[config.mk]
export PLATFORM = sky130hd
export DESIGN_NAME = led_fade_pwm
export DESIGN_NICKNAME = d
export VERILOG_FILES = /design/src/rtl/led_pkg.sv /design/src/rtl/led_fade_chan.sv /design/src/rtl/led_fade_pwm.sv
export SDC_FILE = /design/constraint.sdc
export NUM_CORES = 1
export LEC_CHECK = 0
export ABC_AREA = 0
export CORE_MARGIN = 2
export CORE_UTILIZATION = 55
export DETAILED_ROUTE_END_ITERATION = 8
export GPL_ROUTABILITY_DRIVEN = 0
export GPL_TIMING_DRIVEN = 1
export PLACE_DENSITY_LB_ADDON = 0.3
export SYNTH_ARGS = -nofsm -noshare
export SYNTH_HDL_FRONTEND = slang
export SYNTH_SLANG_ARGS = --single-unit
[constraint.sdc]
create_clock -name sys_clk -period 2.7 [get_ports sys_clk]
set_clock_uncertainty 0.05 [all_clocks]
set_input_delay 0.27 -clock sys_clk [delete_from_list [all_inputs] [get_ports sys_clk]]
set_output_delay 0.27 -clock sys_clk [all_outputs]
set_load 0.02 [all_outputs]
[src/rtl/led_pkg.sv]
// Shared types and helpers for the LED fade/PWM stage.
package led_pkg;

    // Per-channel fade state.
    typedef enum logic [1:0] {
        StOff  = 2'd0,
        StRise = 2'd1,
        StOn   = 2'd2,
        StFall = 2'd3
    } fade_state_e;

    // Largest duty value for a given PWM width.
    function automatic int unsigned duty_max(input int unsigned bits);
        return (32'd1 << bits) - 32'd1;
    endfunction

endpackage

[src/rtl/led_fade_chan.sv]
// One LED channel: fade state machine, duty register and PWM compare.
module led_fade_chan
    import led_pkg::*;
#(
    parameter int unsigned PWM_BITS = 8
) (
    input  logic                sys_clk,
    input  logic                sys_rst_n,
    input  logic                target,
    input  logic                tick,
    input  logic                fade_en,
    input  logic [PWM_BITS-1:0] pwm_cnt,
    output logic                led_o,
    output logic                ramping
);

    localparam logic [PWM_BITS-1:0] DutyMax = PWM_BITS'(duty_max(PWM_BITS));
    localparam logic [PWM_BITS-1:0] DutyOne = PWM_BITS'(1);

    fade_state_e         state_q, state_d, dir;
    logic [PWM_BITS-1:0] duty_q, duty_d;

    // Next state/duty: the direction is resolved first so a tick in the same cycle uses it.
    always_comb begin
        state_d = state_q;
        duty_d  = duty_q;
        dir     = state_q;
        if (!fade_en) begin
            state_d = target ? StOn : StOff;
            duty_d  = target ? DutyMax : '0;
        end else begin
            case (state_q)
                StOff:   dir = target ? StRise : StOff;
                StRise:  dir = target ? StRise : StFall;
                StOn:    dir = target ? StOn   : StFall;
                StFall:  dir = target ? StRise : StFall;
                default: dir = StOff;
            endcase
            state_d = dir;
            if (dir == StRise) begin
                if (tick && (duty_q != DutyMax)) begin
                    duty_d = duty_q + DutyOne;
                end
                if (duty_d == DutyMax) begin
                    state_d = StOn;
                end
            end else if (dir == StFall) begin
                if (tick && (duty_q != '0)) begin
                    duty_d = duty_q - DutyOne;
                end
                if (duty_d == '0) begin
                    state_d = StOff;
                end
            end
        end
    end

    // State, duty and registered LED drive.
    always_ff @(posedge sys_clk or negedge sys_rst_n) begin
        if (!sys_rst_n) begin
            state_q <= StOff;
            duty_q  <= '0;
            led_o   <= 1'b0;
        end else begin
            state_q <= state_d;
            duty_q  <= duty_d;
            led_o   <= fade_en ? (pwm_cnt < duty_q) : target;
        end
    end

    assign ramping = (state_q == StRise) || (state_q == StFall);

endmodule

[src/rtl/led_fade_pwm.sv]
// PWM LED fader: shared PWM counter and fade timebase feeding N_LED fade channels.
module led_fade_pwm
    import led_pkg::*;
#(
    parameter int unsigned N_LED         = 4,
    parameter int unsigned PWM_BITS      = 8,
    parameter int unsigned FADE_STEP_CYC = 39_062
) (
    input  logic             sys_clk,
    input  logic             sys_rst_n,
    input  logic [N_LED-1:0] led_in,
    input  logic             fade_en,
    output logic [N_LED-1:0] led_out,
    output logic             busy
);

    localparam int unsigned StepW = (FADE_STEP_CYC > 1) ? $clog2(FADE_STEP_CYC) : 1;
    // PWM period is DUTY_MAX cycles so a full duty never drops low.
    localparam logic [PWM_BITS-1:0] PwmLast  = PWM_BITS'(duty_max(PWM_BITS) - 1);
    localparam logic [StepW-1:0]    StepLast = StepW'(FADE_STEP_CYC - 1);

    logic [PWM_BITS-1:0] pwm_cnt_q;
    logic [StepW-1:0]    step_cnt_q;
    logic                tick;
    logic [N_LED-1:0]    ramping;

    assign tick = (step_cnt_q == StepLast);

    // Free-running PWM and fade-step counters.
    always_ff @(posedge sys_clk or negedge sys_rst_n) begin
        if (!sys_rst_n) begin
            pwm_cnt_q  <= '0;
            step_cnt_q <= '0;
        end else begin
            pwm_cnt_q  <= (pwm_cnt_q == PwmLast) ? '0 : pwm_cnt_q + PWM_BITS'(1);
            step_cnt_q <= tick ? '0 : step_cnt_q + StepW'(1);
        end
    end

    // Registered activity flag.
    always_ff @(posedge sys_clk or negedge sys_rst_n) begin
        if (!sys_rst_n) begin
            busy <= 1'b0;
        end else begin
            busy <= |ramping;
        end
    end

    for (genvar i = 0; i < N_LED; i++) begin : g_chan
        led_fade_chan #(
            .PWM_BITS(PWM_BITS)
        ) u_chan (
            .sys_clk  (sys_clk),
            .sys_rst_n(sys_rst_n),
            .target   (led_in[i]),
            .tick     (tick),
            .fade_en  (fade_en),
            .pwm_cnt  (pwm_cnt_q),
            .led_o    (led_out[i]),
            .ramping  (ramping[i])
        );
    end

endmodule

==> qor.csv <==
metric,value,unit
Ys Warns,0,
Setup crit end kind,flop,
Final min period,2.863,ns
fin. max-slew vios,0,
# DRC,8,
Starting Density,0.5613,
final worst slack,-0.1626,ns
antenna diode count,0,
share of cells above drive strength 1,0.1869,
H-Tree Depth,3,
Die ar.,0.01311,mm^2
ys flop type,dfrtp_1,
Die H,114.5,um
vias in the first global route,6979,
# setup viols final,18,
initial antenna violation count,0,
Synth top area share,0.2572,
Tot Pwr,4.193,mW
Post-synth ARST share,1.000,
routed wire length,21890,um
Area growth syn-to-layout,20.03,%
HP Class,primary input to async pin,
crit-path max FO,6,
Post-synth EDFFs,0,
row count,40,
mean routed wirelength per cell,20.30,um
final setup TNS,-0.9510,ns
1st-iter DRT viols,911,
Core Footprint,0.01196,mm^2
largest net degree at the start of global routing,70,
hpwl dp,14160,um
# clock sinks,69,
post-synthesis sequential area ratio,0.2572,
Total Routing Usage GR,0.3236,
Via density,7.109,
Hold Buf Count CTS,0,
pre-CTS setup slack,-0.09188,ns
fin crit share,1.060,
Synth Instances,880,
Slew @ Worst Pin,0.9273,ns
Final Hold Violating Endpoints,0,
failing checks,"DRC, setup timing",
final net count,973,
CP arrival,3.04,ns
Clock Tree Buf Depth,2,
Startpoint Class,flop,
Crit Path Class,flop to flop,
via count,7663,
Leakage Power,3.322,nW
Fmax,349.3,MHz
CTS tree,done,
pwr dens,520.3,mW/mm^2
port bufs,11,
status,finished with violations,
Root Driver,clkbuf_16,
post-route ant nets,0,
first-pass GRT wire length,34360,um
Hold Slack,0.01842,ns
clk_lat worst skew,0.35,ns
post-synthesis cell type count,73,
Synth area leaders,"dfrtp_1 26%, ha_1 7.5%, nor2_1 4.9%, nand2_1 3.7%, nand3_1 3.7%",
I/O pin cnt,12,
VDD IR-drop max,306.2,uV
worst path required time,2.87,ns
Rel. slew slack,0.3818,
RSZ-0062 raised after global routing,true,
Die X-Extent,114.5,um
Synth Cell Area,0.006714,mm^2
GRT Residual Overflow,0,
Synthesized Nets,927,
Synth Register Bits,69,
Mapped Avg Cell Area,7.629,um^2
CTS Buf Count,9,
"Core Util, Final",0.6737,
largest area contributor in the netlist,dfrtp_1,
iteration count of the initial detailed-routing pass,9,
Max-cap violations,0,
"Reg clk slew, reported paths",0.06,ns
registers in the layout, summed over array words and instances, names as in the netlist:
name and cells:
busy 1, g_chan.u_chan.state_q 8, g_chan.u_chan.duty_q 32, g_chan.u_chan.led_o 4, pwm_cnt_q 8, step_cnt_q 16
worst max-delay path, cell delays in order (launching register included):
cell	delay (ns)
dfrtp_1	0.39
or4_4	0.56
or4_4	0.53
buf_4	0.18
buf_6	0.13
nor2_4	0.14
buf_6	0.12
mux2i_1	0.10
nor4_4	0.38
o22ai_1	0.15
worst paths after layout:
kind	startpoint	slack (ns)	endpoint	cells past startpoint
worst max-delay path	step_cnt_q[13]	-0.16	g_chan[0].u_chan.state_q[1]	9
worst min register to register	step_cnt_q[5]	0.45	step_cnt_q[5]	1
max in group asynchronous	sys_rst_n	1.99	g_chan[2].u_chan.duty_q[1]	1
worst min-delay path	sys_rst_n	0.02	g_chan[3].u_chan.duty_q[3]	1
min in group sys_clk	fade_en	0.41	g_chan[1].u_chan.led_o	4
worst max register to register	step_cnt_q[13]	-0.16	g_chan[0].u_chan.state_q[1]	9
kinds of logic (layout without fill, tap and decap cells):
| group | after synthesis | count (layout) | share of synthesized area |
|---|---|---|---|
| AOI/OAI and AO/OA | 244 | 244 | 0.2561 |
| xor gates and xnor gates | 31 | 31 | 0.04044 |
| and+or+nand+nor | 369 | 369 | 0.2827 |
| buffers and inverters | 114 | 165 | 0.06970 |
| muxes | 13 | 13 | 0.01938 |
| adders and majority gates | 40 | 40 | 0.07454 |
| DFF | 69 | 69 | 0.2572 |
power breakdown:
| part | total [mW] | switching (mW) | internal (mW) |
|---|---|---|---|
| clock network | 1.33 | 0.495 | 0.832 |
| logic | 1.53 | 0.949 | 0.581 |
| registers | 1.34 | 0.195 | 1.14 |
cells in the mapped netlist, types with 6 or more instances:
cell type	n
a21o_1	12
nand3_1	49
a31o_2	10
nor2_1	87
ha_1	40
o21ai_0	38
a21oi_1	35
o22ai_1	12
xor2_1	9
o221ai_1	8
a211oi_1	12
nand2b_1	14
nor3_1	31
a221oi_1	6
or3_1	10
o211ai_1	12
a31oi_1	26
nor2b_1	6
nor4_1	19
and2_1	8
dfrtp_1	69
xnor2_1	22
inv_1	43
clkbuf_1	55
nand4_1	34
nand2_1	66
and3_1	15
and4_1	8
buf_2	8
o31ai_1	15
mux2i_1	13
or2_2	7
through the flow:
| stage | std cells | cell area (um^2) |
|---|---|---|
| 2_1_floorplan | 880 | 6714 |
| 3_3_place_gp | 1043 | 7292 |
| 3_5_place_dp | 1043 | 7292 |
| 4_1_cts | 1065 | 7734 |
| 5_1_grt | 1078 | 8059 |
| 6_report | 1078 | 8059 |
placed cells by master, fill, tap and decap left out, types with 11 or more instances in the layout:
cell type  count
nor3_1        25
ha_1          40
o31ai_1       13
nand4_1       34
xnor2_1       22
nand2b_1      14
o21ai_0       33
nand3_1       48
a211oi_1      12
o211ai_1      12
a21oi_1       35
nor4_1        11
nand2_1       66
buf_4         85
mux2i_1       12
dfrtp_1       69
o22ai_1       11
inv_1         43
and3_1        15
a21o_1        12
nor2_1        84
a31oi_1       26
what timing repair did:
item / in CTS / in global routing
pin swaps: 3 / 23
hold endpoints to repair: 0 / 0
setup buffers: 6 / 11
gates cloned: 0 / 2
endpoints found under the setup margin: 21 / 33
resized for setup: 11 / 45
area by class of cell:
type	instances	area, um^2
well taps	147	183.9
fillers	914	3902
flip-flops and latches	69	1727
multi-input cells	697	4772
clock buffers	10	239.0
clock inverters	6	86.33
inverters	44	165.2
repair buffers	105	885.9
per-layer routing:
layer  up-vias  track usage  part of all wire
met1      3579       0.4279              0.40
met4         0       0.1455             0.037
met3       117      0.04235              0.10
li1       3407            -                 -
met2       560       0.5286              0.46
met5         -            0                 0
(Power assumes the default switching activity.)
==> edit (config.mk and constraints unchanged) <==
`N_LED`: 4 -> 5.
--- a/src/rtl/led_fade_pwm.sv
+++ b/src/rtl/led_fade_pwm.sv
@@ -2,7 +2,7 @@
 module led_fade_pwm
     import led_pkg::*;
 #(
-    parameter int unsigned N_LED         = 4,
+    parameter int unsigned N_LED         = 5,
     parameter int unsigned PWM_BITS      = 8,
     parameter int unsigned FADE_STEP_CYC = 39_062
 ) (
Interface: changed (resized led_in and led_out); port bits go from 12 to 14. The function was not compared with the original's and may differ.
==> edit against the unedited design <==
Sequential cell count rose by 11; largest power group unchanged; synthesized cell count is 19% higher; wire length rose by 3.3%; total power grew 8.7%; area after synthesis up 18%; setup slack gained 280 ps; cell area up 9.0%; sequential power up 16%; first-iteration DRC count increased by 8.3%; count of clock-buffer cells in the layout down 1; critical endpoint is now g_chan[0].u_chan.duty_q[6].
==> edit: results (changes against the unedited design) <==
Run status
  – Outcome: completed

Power and ir drop
  – Clock share of power: 30.2% (-1.5 points)
  – Sw power: 1.78 mW (+8.6%)
  – Comb pwr: 1.63 mW (+7%)
  – Worst VDD drop: 0.334 mV (+9.2%)
  – Sw frac: 39.1% (about the same)
  – Leakage power: 3.63 nW (+9.4%)

CTS
  – CTS resizes: 0 (-11)
  – Clock transition at path regs: 70 ps
  – Clk buf depth: 2 (unchanged)
  – Clock root cell: clkbuf_16
  – Hold_buf cts: 1 (+1)
  – Post-CTS Repair Setup Buffers: 0 (-6)
  – H-tree depth: 3 (unchanged)
  – Worst-Skew Late Latency: 350 ps (about the same)

Final layout
  – Top flop regs: g_chan.u_chan.duty_q x40, step_cnt_q x16, g_chan.u_chan.state_q x10
  – Share of post-route cells with drive strength above 1: 10.2% (-8.5 points)
  – Diode count: 0 (unchanged)
  – # fillers: 1,197 (+31%)

Timing
  – Final Setup Violations: 0 (-18)
  – Slew HR: 50.5% (+12 points)

Global route
  – Initial antenna violation count: 0 (unchanged)
  – GRT Total Usage: 30.3% (-2.0 points)
  – Largest net degree at the start of global routing: 55 (-21%)
  – Met3 usage: 5.08% (+0.85 points)
  – Global-route wire length before repair: 37.3 mm (+8.7%)
  – Routing usage on met2: 47.8% (-5.1 points)
  – Vias in the first global route: 7,623 (+9.2%)
  – M1 GR Usage: 41.8% (-1.0 points)

Routing
  – Wire length on met1: 9.87 mm (+14%)
  – Via density: 6.73 (-5.4%)
  – Max Used Layer: met4
  – DRT iter0 DRCs: 987 (+8.3%)
  – Detailed Route WL: 22.6 mm (+3.3%)
  – WL met2: 10.4 mm (+2.9%)
  – Met3 WL: 1.81 mm (-20%)
  – Via count: 8,327 (+8.7%)
  – Pre-antenna DRT Iters: 6 (-3)

Synth
  – Asr flop ratio synth: 100% (unchanged)
  – Synth top cells by count: 99 x nor2_1, 80 x dfrtp_1, 77 x nand2_1
  – Sequential fraction of the synthesis area: 25.4% (-0.36 points)
  – Yosys cell types: 82 (+12%)
  – Post-synthesis adder-cell area fraction: 7.76% (+0.31 points)
  – Mux cell area share after synthesis: 1.30% (-0.64 points)
  – Main synth FF type: dfrtp_1
  – Synth Instances: 1,051 (+19%)
  – Synth Area in XOR/XNOR: 4.44% (+0.39 points)
  – Compound-cell area share of the yosys netlist: 27.8% (+2.2 points)
  – Synth area leaders: dfrtp_1 25%, ha_1 7.8%, nor2_1 4.7%, o21ai_0 4.7%, nand2_1 3.7%

Setup path
  – Critical path's slowest cell: nor4_1
  – Crit Path Max Fanout: 15 (+9)
  – Slowest Stage Delay on Critical Path: 440 ps (-120 ps)

Hold path
  – Hold crit path type: in -> reg

Place
  – IO buf count: 13 (+2)
  – Post-Place Cells: 1,221 (+17%)
  – Post-DP HPWL: 15.7 mm (+11%)
[edit: changes by cell type after synthesis, moves of 8 or more]
cell / before / now
clkbuf_1: 55 / 68
nor2_1: 87 / 99
nand3_1: 49 / 57
o21ai_0: 38 / 74
inv_1: 43 / 53
dfrtp_1: 69 / 80
a21oi_1: 35 / 55
ha_1: 40 / 49
nand2_1: 66 / 77
a22oi_1: 0 / 10
nor3_1: 31 / 40
nand2b_1: 14 / 22
nand4_1: 34 / 17
[edit: final timing paths]
kind                           startpoint                    endpoint  slack, ps  depth (start not counted)
setup / recovery            step_cnt_q[1]  g_chan[0].u_chan.duty_q[6]        110                         10
hold / removal                    fade_en  g_chan[4].u_chan.duty_q[0]        410                          3
setup reg to reg            step_cnt_q[1]  g_chan[0].u_chan.duty_q[6]        110                         10
hold reg to reg            step_cnt_q[14]              step_cnt_q[14]        450                          1
max in group asynchronous       sys_rst_n      g_chan[4].u_chan.led_o       1520                          3
min in group asynchronous       sys_rst_n               step_cnt_q[2]        440                          2
[edit: final cells by class]
| type | instances | area share [%] |
|---|---|---|
| multi-input combinational | 828 | 61.2 |
| sequential | 80 | 22.8 |
| timing repair buffer | 76 | 7.28 |
| clock buffer | 9 | 2.56 |
| tap | 180 | 2.56 |
| inverter | 58 | 2.48 |
| clock inverter | 7 | 1.08 |
[edit: through the flow]
step                hold WS [ps]  setup WS, ps  util [%]  cell area (µm²)
global placement             277           203      60.3             8400
finish                       407           114      63.0             8780
floorplan                  -75.6          93.7         -             7900
CTS                          399           115      62.6             8730
global route                 412         -12.7      63.0             8780
detailed placement           279           161      60.3             8400
[edit: critical path, delay by kind of cell, from the launching register on]
kind | cells | cell delay, ps
buffers and inverters | 3 | 470
adders and majority gates | 1 | 150
and+or+nand+nor | 5 | 1300
DFF | 1 | 400
AOI/OAI and AO/OA | 1 | 150
